## config.mk

```make
export PLATFORM = sky130hd
export DESIGN_NAME = button_conditioner
export DESIGN_NICKNAME = d
export VERILOG_FILES = /design/src/rtl/button_conditioner_pkg.sv /design/src/rtl/button_conditioner_debounce_channel.sv /design/src/rtl/button_conditioner.sv
export SDC_FILE = /design/constraint.sdc
export NUM_CORES = 1
export LEC_CHECK = 0
export BUFFER_PORTS_ARGS = -buffer_cell sky130_fd_sc_hd__buf_2
export CORE_AREA = 2 2 145 147
export CTS_CLUSTER_SIZE = 40
export DETAILED_ROUTE_END_ITERATION = 8
export DIE_AREA = 0 0 147 149
export PLACE_DENSITY = 0.7
export SYNTH_ARGS = -nofsm -noshare
export SYNTH_HDL_FRONTEND = slang
export SYNTH_SLANG_ARGS = --single-unit
```

## constraint.sdc

```tcl
create_clock -name clk -period 2.95 [get_ports clk]
set_clock_uncertainty 0.05 [all_clocks]
set_input_delay 0.295 -clock clk [delete_from_list [all_inputs] [get_ports clk]]
set_output_delay 0.295 -clock clk [all_outputs]
set_load 0.03 [all_outputs]
```

## src/rtl/button_conditioner_pkg.sv

```systemverilog
// Shared definitions for the parking-system button front end.
package button_conditioner_pkg;

  localparam int unsigned DEF_NUM_CH        = 4;
  localparam int unsigned DEF_STABLE_CYCLES = 50000;
  localparam int unsigned DEF_LONG_CYCLES   = 2000000;
  localparam int unsigned DEF_ACTIVE_LOW    = 1;

  // Per-channel debounce/hold state.
  typedef enum logic [2:0] {
    ST_RELEASED     = 3'd0,
    ST_PRESS_PEND   = 3'd1,
    ST_PRESSED      = 3'd2,
    ST_LONG_HELD    = 3'd3,
    ST_RELEASE_PEND = 3'd4
  } btn_state_e;

endpackage

```

## src/rtl/button_conditioner_debounce_channel.sv

```systemverilog
// One button channel: synchronizer, stability counter, hold counter, event FSM.
module debounce_channel
  import button_conditioner_pkg::*;
#(
  parameter int unsigned STABLE_CYCLES = DEF_STABLE_CYCLES,
  parameter int unsigned LONG_CYCLES   = DEF_LONG_CYCLES,
  parameter int unsigned ACTIVE_LOW    = DEF_ACTIVE_LOW
) (
  input  logic clk,
  input  logic reset_n,
  input  logic btn_raw,
  output logic btn_level,
  output logic press_pulse,
  output logic release_pulse,
  output logic long_pulse
);

  localparam int unsigned SW = $clog2(STABLE_CYCLES + 1);
  localparam int unsigned HW = $clog2(LONG_CYCLES + 1);
  // Raw level of an untouched button; also the synchronizer reset value.
  localparam logic RAW_IDLE = logic'(ACTIVE_LOW != 0);

  logic          sync1_q, sync2_q;
  logic [SW-1:0] stab_q, stab_d;
  logic [HW-1:0] hold_q, hold_d;
  btn_state_e    state_q, state_d;
  logic          level_q, level_d;
  logic          press_q, press_d;
  logic          release_q, release_d;
  logic          long_q, long_d;

  logic pressed_c, differ_c, accept_c, long_evt_c, hold_full_c;

  // Two-flop synchronizer for the asynchronous raw input.
  always_ff @(posedge clk or negedge reset_n) begin
    if (!reset_n) begin
      sync1_q <= RAW_IDLE;
      sync2_q <= RAW_IDLE;
    end else begin
      sync1_q <= btn_raw;
      sync2_q <= sync1_q;
    end
  end

  // Stability and hold counters, both saturating.
  always_comb begin
    pressed_c  = sync2_q ^ RAW_IDLE;
    differ_c   = pressed_c != level_q;
    accept_c   = differ_c && (stab_q == SW'(STABLE_CYCLES - 1));
    stab_d     = '0;
    if (differ_c && !accept_c) begin
      stab_d = (stab_q == SW'(STABLE_CYCLES)) ? stab_q : stab_q + SW'(1);
    end
    hold_d = '0;
    if (level_q) begin
      hold_d = (hold_q == HW'(LONG_CYCLES)) ? hold_q : hold_q + HW'(1);
    end
    long_evt_c  = level_q && (hold_q == HW'(LONG_CYCLES - 1));
    hold_full_c = hold_d == HW'(LONG_CYCLES);
  end

  // FSM state register.
  always_ff @(posedge clk or negedge reset_n) begin
    if (!reset_n) state_q <= ST_RELEASED;
    else          state_q <= state_d;
  end

  // FSM next-state logic; a cancelled release returns to the held state it came from.
  always_comb begin
    state_d = state_q;
    unique case (state_q)
      ST_RELEASED:     if (differ_c) state_d = ST_PRESS_PEND;
      ST_PRESS_PEND: begin
        if (accept_c)       state_d = ST_PRESSED;
        else if (!differ_c) state_d = ST_RELEASED;
      end
      ST_PRESSED: begin
        if (differ_c)        state_d = ST_RELEASE_PEND;
        else if (long_evt_c) state_d = ST_LONG_HELD;
      end
      ST_LONG_HELD:    if (differ_c) state_d = ST_RELEASE_PEND;
      ST_RELEASE_PEND: begin
        if (accept_c)       state_d = ST_RELEASED;
        else if (!differ_c) state_d = hold_full_c ? ST_LONG_HELD : ST_PRESSED;
      end
      default:         state_d = ST_RELEASED;
    endcase
  end

  // FSM output logic: next values of the registered level and event pulses.
  always_comb begin
    level_d   = (state_d == ST_PRESSED) || (state_d == ST_LONG_HELD) ||
                (state_d == ST_RELEASE_PEND);
    press_d   = (state_q == ST_PRESS_PEND) && accept_c;
    release_d = (state_q == ST_RELEASE_PEND) && accept_c;
    long_d    = long_evt_c;
  end

  // Counter and output registers.
  always_ff @(posedge clk or negedge reset_n) begin
    if (!reset_n) begin
      stab_q    <= '0;
      hold_q    <= '0;
      level_q   <= 1'b0;
      press_q   <= 1'b0;
      release_q <= 1'b0;
      long_q    <= 1'b0;
    end else begin
      stab_q    <= stab_d;
      hold_q    <= hold_d;
      level_q   <= level_d;
      press_q   <= press_d;
      release_q <= release_d;
      long_q    <= long_d;
    end
  end

  assign btn_level     = level_q;
  assign press_pulse   = press_q;
  assign release_pulse = release_q;
  assign long_pulse    = long_q;

endmodule

```

## src/rtl/button_conditioner.sv

```systemverilog
// Multi-channel button conditioner: one debounce_channel per input bit.
module button_conditioner
  import button_conditioner_pkg::*;
#(
  parameter int unsigned NUM_CH        = DEF_NUM_CH,
  parameter int unsigned STABLE_CYCLES = DEF_STABLE_CYCLES,
  parameter int unsigned LONG_CYCLES   = DEF_LONG_CYCLES,
  parameter int unsigned ACTIVE_LOW    = DEF_ACTIVE_LOW
) (
  input  logic              clk,
  input  logic              reset_n,
  input  logic [NUM_CH-1:0] btn_raw,
  output logic [NUM_CH-1:0] btn_level,
  output logic [NUM_CH-1:0] press_pulse,
  output logic [NUM_CH-1:0] release_pulse,
  output logic [NUM_CH-1:0] long_pulse
);

  // Independent channel instances.
  for (genvar g = 0; g < int'(NUM_CH); g++) begin : g_ch
    debounce_channel #(
      .STABLE_CYCLES (STABLE_CYCLES),
      .LONG_CYCLES   (LONG_CYCLES),
      .ACTIVE_LOW    (ACTIVE_LOW)
    ) u_ch (
      .clk           (clk),
      .reset_n       (reset_n),
      .btn_raw       (btn_raw[g]),
      .btn_level     (btn_level[g]),
      .press_pulse   (press_pulse[g]),
      .release_pulse (release_pulse[g]),
      .long_pulse    (long_pulse[g])
    );
  end

endmodule

```

**Word-level counts from Yosys, hierarchy flattened**

Cells that the tools add are included.

- $add $sub $neg: 8
- Mux-type cells: 56
- Reduce and logical (&&, ||, !) cells: 36
- Equality and inequality tests: 56
- Bitwise logic cells: 4

Operators with widths:

| operator | count |
|---|---|
| 21-bit equality test (second input constant) | 12 |
| 21-bit two-way mux | 8 |
| 16-bit equality test (second input constant) | 8 |
| 16-bit two-way mux | 8 |
| 3-bit two-way mux | 32 |
| 21-bit by 1-bit adder with 21-bit output (second input constant) | 4 |
| 16-bit by 1-bit adder with 16-bit output (second input constant) | 4 |
| 3-bit case mux with 5 select lines | 4 |
| 3-bit by 2-bit equality test with 1-bit output (second input constant) | 16 |
| 3-bit equality test (second input constant) | 8 |
| 1-bit logical AND | 20 |
| 3-bit by 1-bit equality test with 1-bit output (second input constant) | 4 |
| 3-bit zero test | 4 |
| 1-bit logical OR | 8 |
| 2-bit inequality test (second input constant) | 4 |
| 1-bit zero test | 4 |
| 1-bit two-way mux | 4 |
| 1-bit inequality test | 4 |
| 1-bit NOT | 4 |

- Register bits: 184
- Input bits: 6
- Output and inout port bits: 16
- Word-level logic and storage cells: 196

**Depth between registers and ports, before layout**

Gate-level depths: netlist of the first run.

- Depth after elaboration: 11
- Gate-level depth with buffers: 9
- Gate-level depth less buffers: 9

**Cells and area by module**

From an unflattened synthesis of the first run, not the netlist that was laid out.

- Cell total of the unflattened synthesis: 1072
- Area total of the unflattened synthesis: 10154.7 um^2

By module, submodules not included:

| module | seq. area each (um^2) | area an instance (um^2) | instances | cells an instance |
|---|---|---|---|---|
| debounce_channel | 1153.6 | 2538.7 | 4 | 268 |

**Worst setup path after synthesis of the first run**

OpenSTA, ideal clock, no wires.

- Path kind: flip-flop to flip-flop
- Start: register g_ch[2].u_ch.hold_q[0]
- End: register g_ch[2].u_ch.state_q[0]
- Period minus slack after synthesis: 2.433 ns
- Path slack: 0.517 ns
- Cell stages (with the launch flop): 10
- Required time: 2.808 ns
- Arrival time: 2.292 ns
- Path through: dfrtp_1 -> ha_1 -> and2_2 -> buf_2 -> nand2_4 -> xnor2_1 -> and2_4 -> or4b_1 -> or4_1 -> o31ai_2

- Longest elaborated chain between the ends: 8
- Elaborated cells between the ends (all ways): 13
- Classes of those cells: 1 x add/sub; 3 x eq/ne; 8 x mux; 1 x reduce/logical

RTL lines:

| element | RTL line | source |
|---|---|---|
| from (decl) | button_conditioner_debounce_channel.sv:25 | `logic [HW-1:0] hold_q, hold_d;` |
| from (signal assigned) | button_conditioner_debounce_channel.sv:110 | `hold_q <= hold_d;` |
| 21-bit by 1-bit adder with 21-bit output / 21-bit equality test (equally long branches) | button_conditioner_debounce_channel.sv:56 | `hold_d = (hold_q == HW'(LONG_CYCLES)) ? hold_q : hold_q + HW'(1);` |
| 21-bit two-way mux (*) | button_conditioner_debounce_channel.sv:56 |  |
| 21-bit two-way mux (*) | button_conditioner_debounce_channel.sv:55 | `if (level_q) begin` |
| via g_ch[2].u_ch.hold_d[6] | button_conditioner_debounce_channel.sv:25 |  |
| 21-bit equality test (*) | button_conditioner_debounce_channel.sv:59 | `hold_full_c = hold_d == HW'(LONG_CYCLES);` |
| 1-bit two-way mux (*) | button_conditioner_debounce_channel.sv:84 | `else if (!differ_c) state_d = hold_full_c ? ST_LONG_HELD : ST_PRESSED;` |
| 3-bit two-way mux (*) | button_conditioner_debounce_channel.sv:84 |  |
| 3-bit two-way mux (*) | button_conditioner_debounce_channel.sv:83 | `if (accept_c) state_d = ST_RELEASED;` |
| 3-bit case mux with 5 select lines (*) | button_conditioner_debounce_channel.sv:71 | `unique case (state_q)` |
| via g_ch[2].u_ch.state_d[0] | button_conditioner_debounce_channel.sv:26 | `btn_state_e state_q, state_d;` |
| to (signal assigned) | button_conditioner_debounce_channel.sv:65 | `else state_q <= state_d;` |
| to (decl) | button_conditioner_debounce_channel.sv:26 |  |

The timed path passes the listed nets; every way through them passes the cells marked *.
A chain may end at the register's enable or synchronous reset.

**Worst setup path in the final report of the first run**

- Start: register g_ch[0].u_ch.hold_q[1]
- End: register g_ch[0].u_ch.state_q[0]

- Longest elaborated chain between the ends: 8
- Elaborated cells between the ends (all ways): 13
- Classes of those cells: 1 x add/sub; 3 x eq/ne; 8 x mux; 1 x reduce/logical

RTL lines:

| element | RTL line |
|---|---|
| from (decl) | button_conditioner_debounce_channel.sv:25 |
| from (signal assigned) | button_conditioner_debounce_channel.sv:110 |
| 21-bit by 1-bit adder with 21-bit output / 21-bit equality test (equally long branches) | button_conditioner_debounce_channel.sv:56 |
| 21-bit two-way mux | button_conditioner_debounce_channel.sv:56 |
| 21-bit two-way mux | button_conditioner_debounce_channel.sv:55 |
| 21-bit equality test | button_conditioner_debounce_channel.sv:59 |
| 1-bit two-way mux | button_conditioner_debounce_channel.sv:84 |
| 3-bit two-way mux | button_conditioner_debounce_channel.sv:84 |
| 3-bit two-way mux | button_conditioner_debounce_channel.sv:83 |
| 3-bit case mux with 5 select lines (*) | button_conditioner_debounce_channel.sv:71 |
| via g_ch[0].u_ch.state_d[0] | button_conditioner_debounce_channel.sv:26 |
| to (signal assigned) | button_conditioner_debounce_channel.sv:65 |
| to (decl) | button_conditioner_debounce_channel.sv:26 |

Marks and branches as above.

==> results.md, run 1 <==
- Cell area power density: 453 mW/mm^2
- DP HPWL: between 10 and 15 mm
- Final Util: between 50% and 60%
- Final setup vio count: 0
- Register area share after synthesis: a little under half
- Post-CTS Repair Setup Buffers: 0
- CP max FO: 6
- Via count: 7096
- Leakage: 0.00446 uW
- Pre-CTS worst setup slack: 357 ps
- Arrival @ worst endpoint: a little under 3000 ps
- Hold WC Path Type: flip-flop to flip-flop
- FP Rows: between 50 and 60
- P_sw: 1080 uW
- Syn nets: ~1000
- Cell variety after synth: 63
- Clock share of power: approximately 45%
- DRT iter0 DRCs: a little under 400
- Seq pwr share: between 50% and 60%
- Num CTS Buffers: 17
- # nets final: about 1100
- Peak VDD IR: 0.000354 V
- Antenna fix cells: 0
- Pin count of the biggest net entering global routing: 86
- Die width: 147 um
- Final WS setup: between 200 and 300 ps
- Initial antenna violation count: 0
- RSZ-0062 raised after global routing: no
- Max_cap viols: 0
- Synth-to-layout area growth: 9.70%
- Final period utilization: slightly above 90%
- GP Congestion: ~0.86
- Minimum clock period: about 2700 ps
- CTS Sinks: roughly 180
- Reg clk slew, reported paths: ~60 ps
- Post-synth EDFFs: 0
- WL final: roughly 18 mm
- Chip height: between 100 and 150 um
- Combinational power share: approximately 2.8%
- Htree depth: 4
- Asr flop ratio synth: 100%
- CTS tree: yes
- Internal power: 3800 uW
- Die footprint: 0.0219 mm^2
- Post-route ant nets: 0
- Synthesized area per cell: around 9.6 um^2
- Kind of end point of the critical path: flip-flop
- Initial core utilization: 47.7%
- Post-synthesis register bit count: ~180
- I/O pins: 22
- WL per Instance: between 10 and 15 um
- Vias in the first global route: ~7000
- Slew Limit Fails: 0
- Fmax: 373 MHz
- Slew HR: 52.4%
- Worst-margin pin slew: slightly above 700 ps
- Crit path required time: about 3200 ps
- Mapped cell area: 0.00981 mm^2
- Drt drc: 0
- CTS max path bufs: 2
- WS Path Type: flip-flop to flip-flop
- Final hold vios: 0
- TritonRoute pass-1 iters: 5
- Via-to-Cell Ratio: about 5.4
- Global-route wire length before repair: approximately 33 mm
- Post-Route Setup TNS: 0 ps
- Synth warnings: 0
- Clk root buf: clkbuf_16
- Share of cells above drive strength 1: roughly 10%
- Port Buffers: 21
- Post-Synthesis Cells: 1019
- Clock latency of the later-clocked register in the worst-skew pair: 430 ps
- Main flop type after synthesis: dfrtp_1
- Critical path startpoint category: flip-flop
- R2R Setup Slk: about 270 ps
- Global route overflow: 0
- GRT Overall Usage: a little under a fifth
- Status: complete, no violations
- Switching share of total power: roughly 22%
- Core area: a little over 0.02 mm^2
==> layout make-up <==
class / count / area (um^2)
Clock buffer: 22 / 464
Clock inverter: 10 / 93.8
Fill cell: 1868 / 9790
Inverter: 30 / 113
Multi-Input combinational cell: 767 / 4870
Sequential cell: 184 / 4610
Tap cell: 275 / 344
Timing Repair Buffer: 36 / 264
==> kinds of logic after synthesis <==
| group | share of synthesized area, % |
|---|---|
| adders and majority gates | 2.04 |
| muxes | 1.38 |
| buffers and inverters | 3.33 |
| AOI/OAI and AO/OA | 4.28 |
| xor gates and xnor gates | 11.6 |
| and+or+nand+nor | 30.4 |
| DFF | 47.0 |
==> placed cells by master (no fill, tap or decap), types with 10 or more instances in the layout <==
master | synthesis | routed
nand2_1 | 73 | 73
o21ai_0 | 17 | 17
and3_1 | 25 | 25
nor2b_1 | 18 | 18
nand4_1 | 31 | 31
nand2b_1 | 12 | 12
dfrtp_1 | 176 | 176
or3_1 | 10 | 10
xor2_1 | 55 | 55
xnor2_1 | 75 | 75
nor2_1 | 127 | 127
inv_1 | 30 | 30
and2_1 | 45 | 45
nor3b_1 | 13 | 13
nor3_1 | 31 | 31
nand3_1 | 66 | 66
clkbuf_16 | 0 | 17
buf_2 | 3 | 20
nor4_1 | 13 | 13
ha_1 | 16 | 16
a21oi_1 | 16 | 16
==> critical path: stages, from the launching register on <==
cell      delay, ps
dfrtp_1         430
ha_1            250
and3_1          250
nand4_1         260
xnor2_1         240
or4b_1          490
nor4_1          270
nand4b_1        130
o31ai_1         210
==> power by group through the flow <==
| stage | registers [uW] | clock network (uW) | logic, uW |
|---|---|---|---|
| detailed placement | 2620 | 0 | 138 |
| global placement | 2620 | 0 | 135 |
| global route | 2570 | 2340 | 163 |
| finish | 2570 | 2170 | 137 |
| CTS | 2570 | 2240 | 143 |
| floorplan | 2610 | 0 | 64.3 |
==> per-layer routing <==
metal	vias up	GRT usage, %	part of all wire (%)
li1	3525	-	-
met1	3477	24.7	49
met2	81	29.7	47
met3	13	3.67	3.0
met4	0	4.23	0.83
met5	-	0	0
==> through the flow <==
step	instances	hold WS [ps]	total power, uW	instance area, um^2
floorplan	1019	-50.6	2680	9810
global placement	1287	296	2750	10200
detailed placement	1287	298	2760	10200
CTS	1324	307	4960	10800
global route	1324	313	5080	10800
finish	1324	306	4880	10800
==> Yosys cell counts (17+ instances only) <==
cell      instances  area (um^2)
inv_1            30          113
clkbuf_1         18         67.6
nor3_1           31          155
and3_1           25          156
xnor2_1          75          657
nor2b_1          18          113
nor2_1          127          477
nand2_1          73          274
nand4_1          31          194
nand3_1          66          330
dfrtp_1         176         4400
xor2_1           55          482
o21ai_0          17         85.1
and2_1           45          282
==> timing repair <==
action,4_1_cts,5_1_grt
resized for setup,0,0
hold endpoints to repair,85,0
hold buffers,5,0
==> final timing paths <==
check | start | cells past startpoint | end
worst max-delay path | g_ch[0].u_ch.hold_q[1] | 8 | g_ch[0].u_ch.state_q[0]
worst min-delay path | g_ch[3].u_ch.sync1_q | 0 | g_ch[3].u_ch.sync2_q
worst max register to register | g_ch[0].u_ch.hold_q[1] | 8 | g_ch[0].u_ch.state_q[0]
worst min register to register | g_ch[3].u_ch.sync1_q | 0 | g_ch[3].u_ch.sync2_q
max in group asynchronous | reset_n | 3 | g_ch[2].u_ch.sync1_q
min in group asynchronous | reset_n | 2 | g_ch[0].u_ch.hold_q[6]
==> sequential cells by signal (all words and copies together) (netlist names) <==
register / flops
g_ch.u_ch.hold_q: 84
g_ch.u_ch.stab_q: 64
g_ch.u_ch.state_q: 12
g_ch.u_ch.btn_level: 4
g_ch.u_ch.long_pulse: 4
g_ch.u_ch.press_pulse: 4
g_ch.u_ch.release_pulse: 4
g_ch.u_ch.sync1_q: 4
g_ch.u_ch.sync2_q: 4
(Power assumes the default switching activity.)
==> inputs of run 2 (changes only) <==
--- a/config.mk
+++ b/config.mk
@@ -7,8 +7,9 @@
 export LEC_CHECK = 0
-export BUFFER_PORTS_ARGS = -buffer_cell sky130_fd_sc_hd__buf_2
-export CORE_AREA = 2 2 145 147
+export ABC_AREA = 1
+export CORE_AREA = 2 2 151 153
 export CTS_CLUSTER_SIZE = 40
 export DETAILED_ROUTE_END_ITERATION = 8
-export DIE_AREA = 0 0 147 149
-export PLACE_DENSITY = 0.7
+export DIE_AREA = 0 0 153 155
+export DONT_BUFFER_PORTS = 1
+export PLACE_DENSITY = 0.69
 export SYNTH_ARGS = -nofsm -noshare
--- a/constraint.sdc
+++ b/constraint.sdc
@@ -4,2 +4,2 @@
 set_output_delay 0.295 -clock clk [all_outputs]
-set_load 0.03 [all_outputs]
+set_load 0.02 [all_outputs]
==> results.md, run 2 <==
- Status: finished, violations left
- Failing checks: hold timing
- Kind of end point of the critical path: flip-flop
- Worst Reg-to-Reg Cells: 7
- Largest Register: g_ch.u_ch.hold_q
- Slew HR: 63.3%
- Register area share after synthesis: a little over two fifths
- I/O pins: 22
- Cell area power density: between 400 and 500 mW/mm^2
- Post-synth EDFFs: 0
- FP Rows: 55
- Fmax: 481 MHz
- Final setup vio count: 0
- Core area: about 0.022 mm^2
- Die footprint: 0.0237 mm^2
- TritonRoute pass-1 iters: 5
- Drt drc: 0
- Antenna fix cells: 0
- Share of cells above drive strength 1: under 10%
- Final period utilization: between 70% and 80%
- Asr flop ratio synth: 100%
- # nets final: between 1000 and 1500
- Main flop type after synthesis: dfrtp_1
- Clk root buf: clkbuf_16
- Initial core utilization: between 40% and 50%
- Critical path startpoint category: flip-flop
- Via-to-Cell Ratio: 5.15
- Leading area contributor after synthesis: dfrtp_1
- Arrival @ worst endpoint: ~2300 ps
- Worst-margin pin slew: 545 ps
- Synth top area cells: dfrtp_1 (42%), nand2_1 (11%), inv_1 (8.9%)
- Mapped cell area: around 0.011 mm^2
- Peak VDD IR: 0.000308 V
- Max_cap viols: 0
- Synth-to-layout area growth: 7.81%
- Max reg flops: between 80 and 90
- CP endpoint: g_ch[1].u_ch.state_q[0]
- WL final: between 20 and 25 mm
- Reg-to-reg endpoint: g_ch[1].u_ch.state_q[0]
- CP max FO: 12
- Most frequent cell after synthesis: nand2_1
- Initial antenna violation count: 0
- Most common cell after layout, fill and taps aside: nand2_1
- Cell variety after synth: 50
- R2R Setup Slk: 870 ps
- Post-Synthesis Cells: between 1000 and 1500
- DRT iter0 DRCs: between 500 and 600
- Hold WC Path Type: input pin to async pin
- Synth top cells by count: nand2_1 (313), inv_1 (250), nor2_1 (216), dfrtp_1 (176), nand3_1 (135)
- Post-CTS sizing: 0
- Synthesized area per cell: between 7 and 8 um^2
- Post-synthesis register bit count: 184
- DP HPWL: approximately 16 mm
- Via count: ~9100
- WS Path Type: flip-flop to flip-flop
- RSZ-0062 raised after global routing: no
- Reg clk slew, reported paths: around 70 ps
- Crit path required time: ~3200 ps
- WL per Instance: between 10 and 15 um
- Clock latency of the later-clocked register in the worst-skew pair: approximately 430 ps
- Most frequent cells in the layout: nand2_1 (313), inv_1 (250), nor2_1 (216), dfrtp_1 (176), nand3_1 (135)
- CTS tree: yes
- Htree depth: 4
- R2r startpoint: g_ch[1].u_ch.stab_q[11]
- Top Registers: g_ch.u_ch.hold_q (84), g_ch.u_ch.stab_q (64), g_ch.u_ch.state_q (12)
- Final Util: 51.4%
- Minimum clock period: a little over 2000 ps
- CTS max path bufs: 2
- Die width: approximately 150 um
- Global-route wire length before repair: between 30 and 40 mm
- Syn nets: around 1500
- Global route overflow: 0
- Chip height: 155 um
- Post-Route Setup TNS: 0 ps
- Vias in the first global route: ~8600
- Fin Hold WS: -488 ps
- Final hold vios: 184
- Slew Limit Fails: 0
- CTS Sinks: 184
- Post-CTS Repair Setup Buffers: 0
- Critical path origin: g_ch[1].u_ch.stab_q[11]
- Synth top area share: approximately two fifths
- Port Buffers: 0
- Leakage: 0.00539 uW
- Synth warnings: 0
- Post-route ant nets: 0
- Pin count of the biggest net entering global routing: between 150 and 200
- Num CTS Buffers: 17
- GP Congestion: about 0.86
- GRT Overall Usage: 19.1%
- Hold bufs inserted after CTS: 4
run 2: cell count changes in the layout (fill, tap and decap cells not counted), sizes merged, moves of 43 or more:
cell,previous run,this run
xor2,55,7
xnor2,75,6
nand2,74,327
o21ai,18,61
inv,32,260
nand3,66,139
a21oi,16,61
and2,52,2
nor2,127,239
run 2: worst min path at each step:
stage / start / endpoint / slack (ps)
floorplan: reset_n / g_ch[0].u_ch.btn_level / -50
detailed placement: reset_n / g_ch[3].u_ch.hold_q[19] / -40
global route: reset_n / g_ch[3].u_ch.release_pulse / -510
global placement: reset_n / g_ch[3].u_ch.hold_q[11] / -40
finish: reset_n / g_ch[3].u_ch.hold_q[19] / -490
CTS: reset_n / g_ch[3].u_ch.hold_q[19] / -510
run 2: worst max-delay path: stages, from the launching register on:
cell	delay (ps)
dfrtp_1	430
or2_1	250
nor3_1	260
nand4_1	150
nand2_1	230
inv_1	220
a221oi_1	290
nand2_1	80
run 2: per-stage QoR:
step,area [um^2],hold slack (ps),cells,setup slack [ps],power [uW]
2_1_floorplan,10600,-50.6,1471,1180,2710
6_report,11400,-488,1770,871,4940
5_1_grt,11400,-512,1770,611,5110
3_5_place_dp,10800,-43.7,1734,895,2740
4_1_cts,11400,-512,1770,860,5000
3_3_place_gp,10800,-43.3,1734,907,2740
run 2: kinds of logic (layout without fill, tap and decap cells):
logic type / count (synthesis) / after routing / share of synthesized area, %
buffers and inverters: 287 / 301 / 10.8
AO/OA/AOI/OAI: 147 / 147 / 7.58
AND/OR/NAND/NOR: 824 / 824 / 35.1
flip-flops: 184 / 184 / 43.5
adder cells (fa/ha/maj): 16 / 16 / 1.89
XOR/XNOR: 13 / 13 / 1.07
run 2: area by class of cell:
cell class	instances	area (um^2)
timing repair buffer	9	77.6
multi-input combinational	1000	4840
tap	285	357
clock buffer	21	440
clock inverter	11	126
inverter	260	976
sequential	184	4610
fill	2137	10800
run 2: power breakdown:
group | switching, uW | internal, uW | total, uW
Sequential | 24.1 | 2550 | 2580
Combinational | 74.2 | 46.0 | 120
Clock | 992 | 1250 | 2240
Total | 1090 | 3850 | 4940
run 2: layer usage:
| metal | vias to the layer above | global-route usage [%] | share of wire [%] |
|---|---|---|---|
| li1 | 4662 | - | - |
| met1 | 4285 | 25.2 | 48 |
| met2 | 137 | 32.1 | 47 |
| met3 | 38 | 3.06 | 2.6 |
| met4 | 0 | 6.75 | 2.0 |
| met5 | - | 0 | 0 |
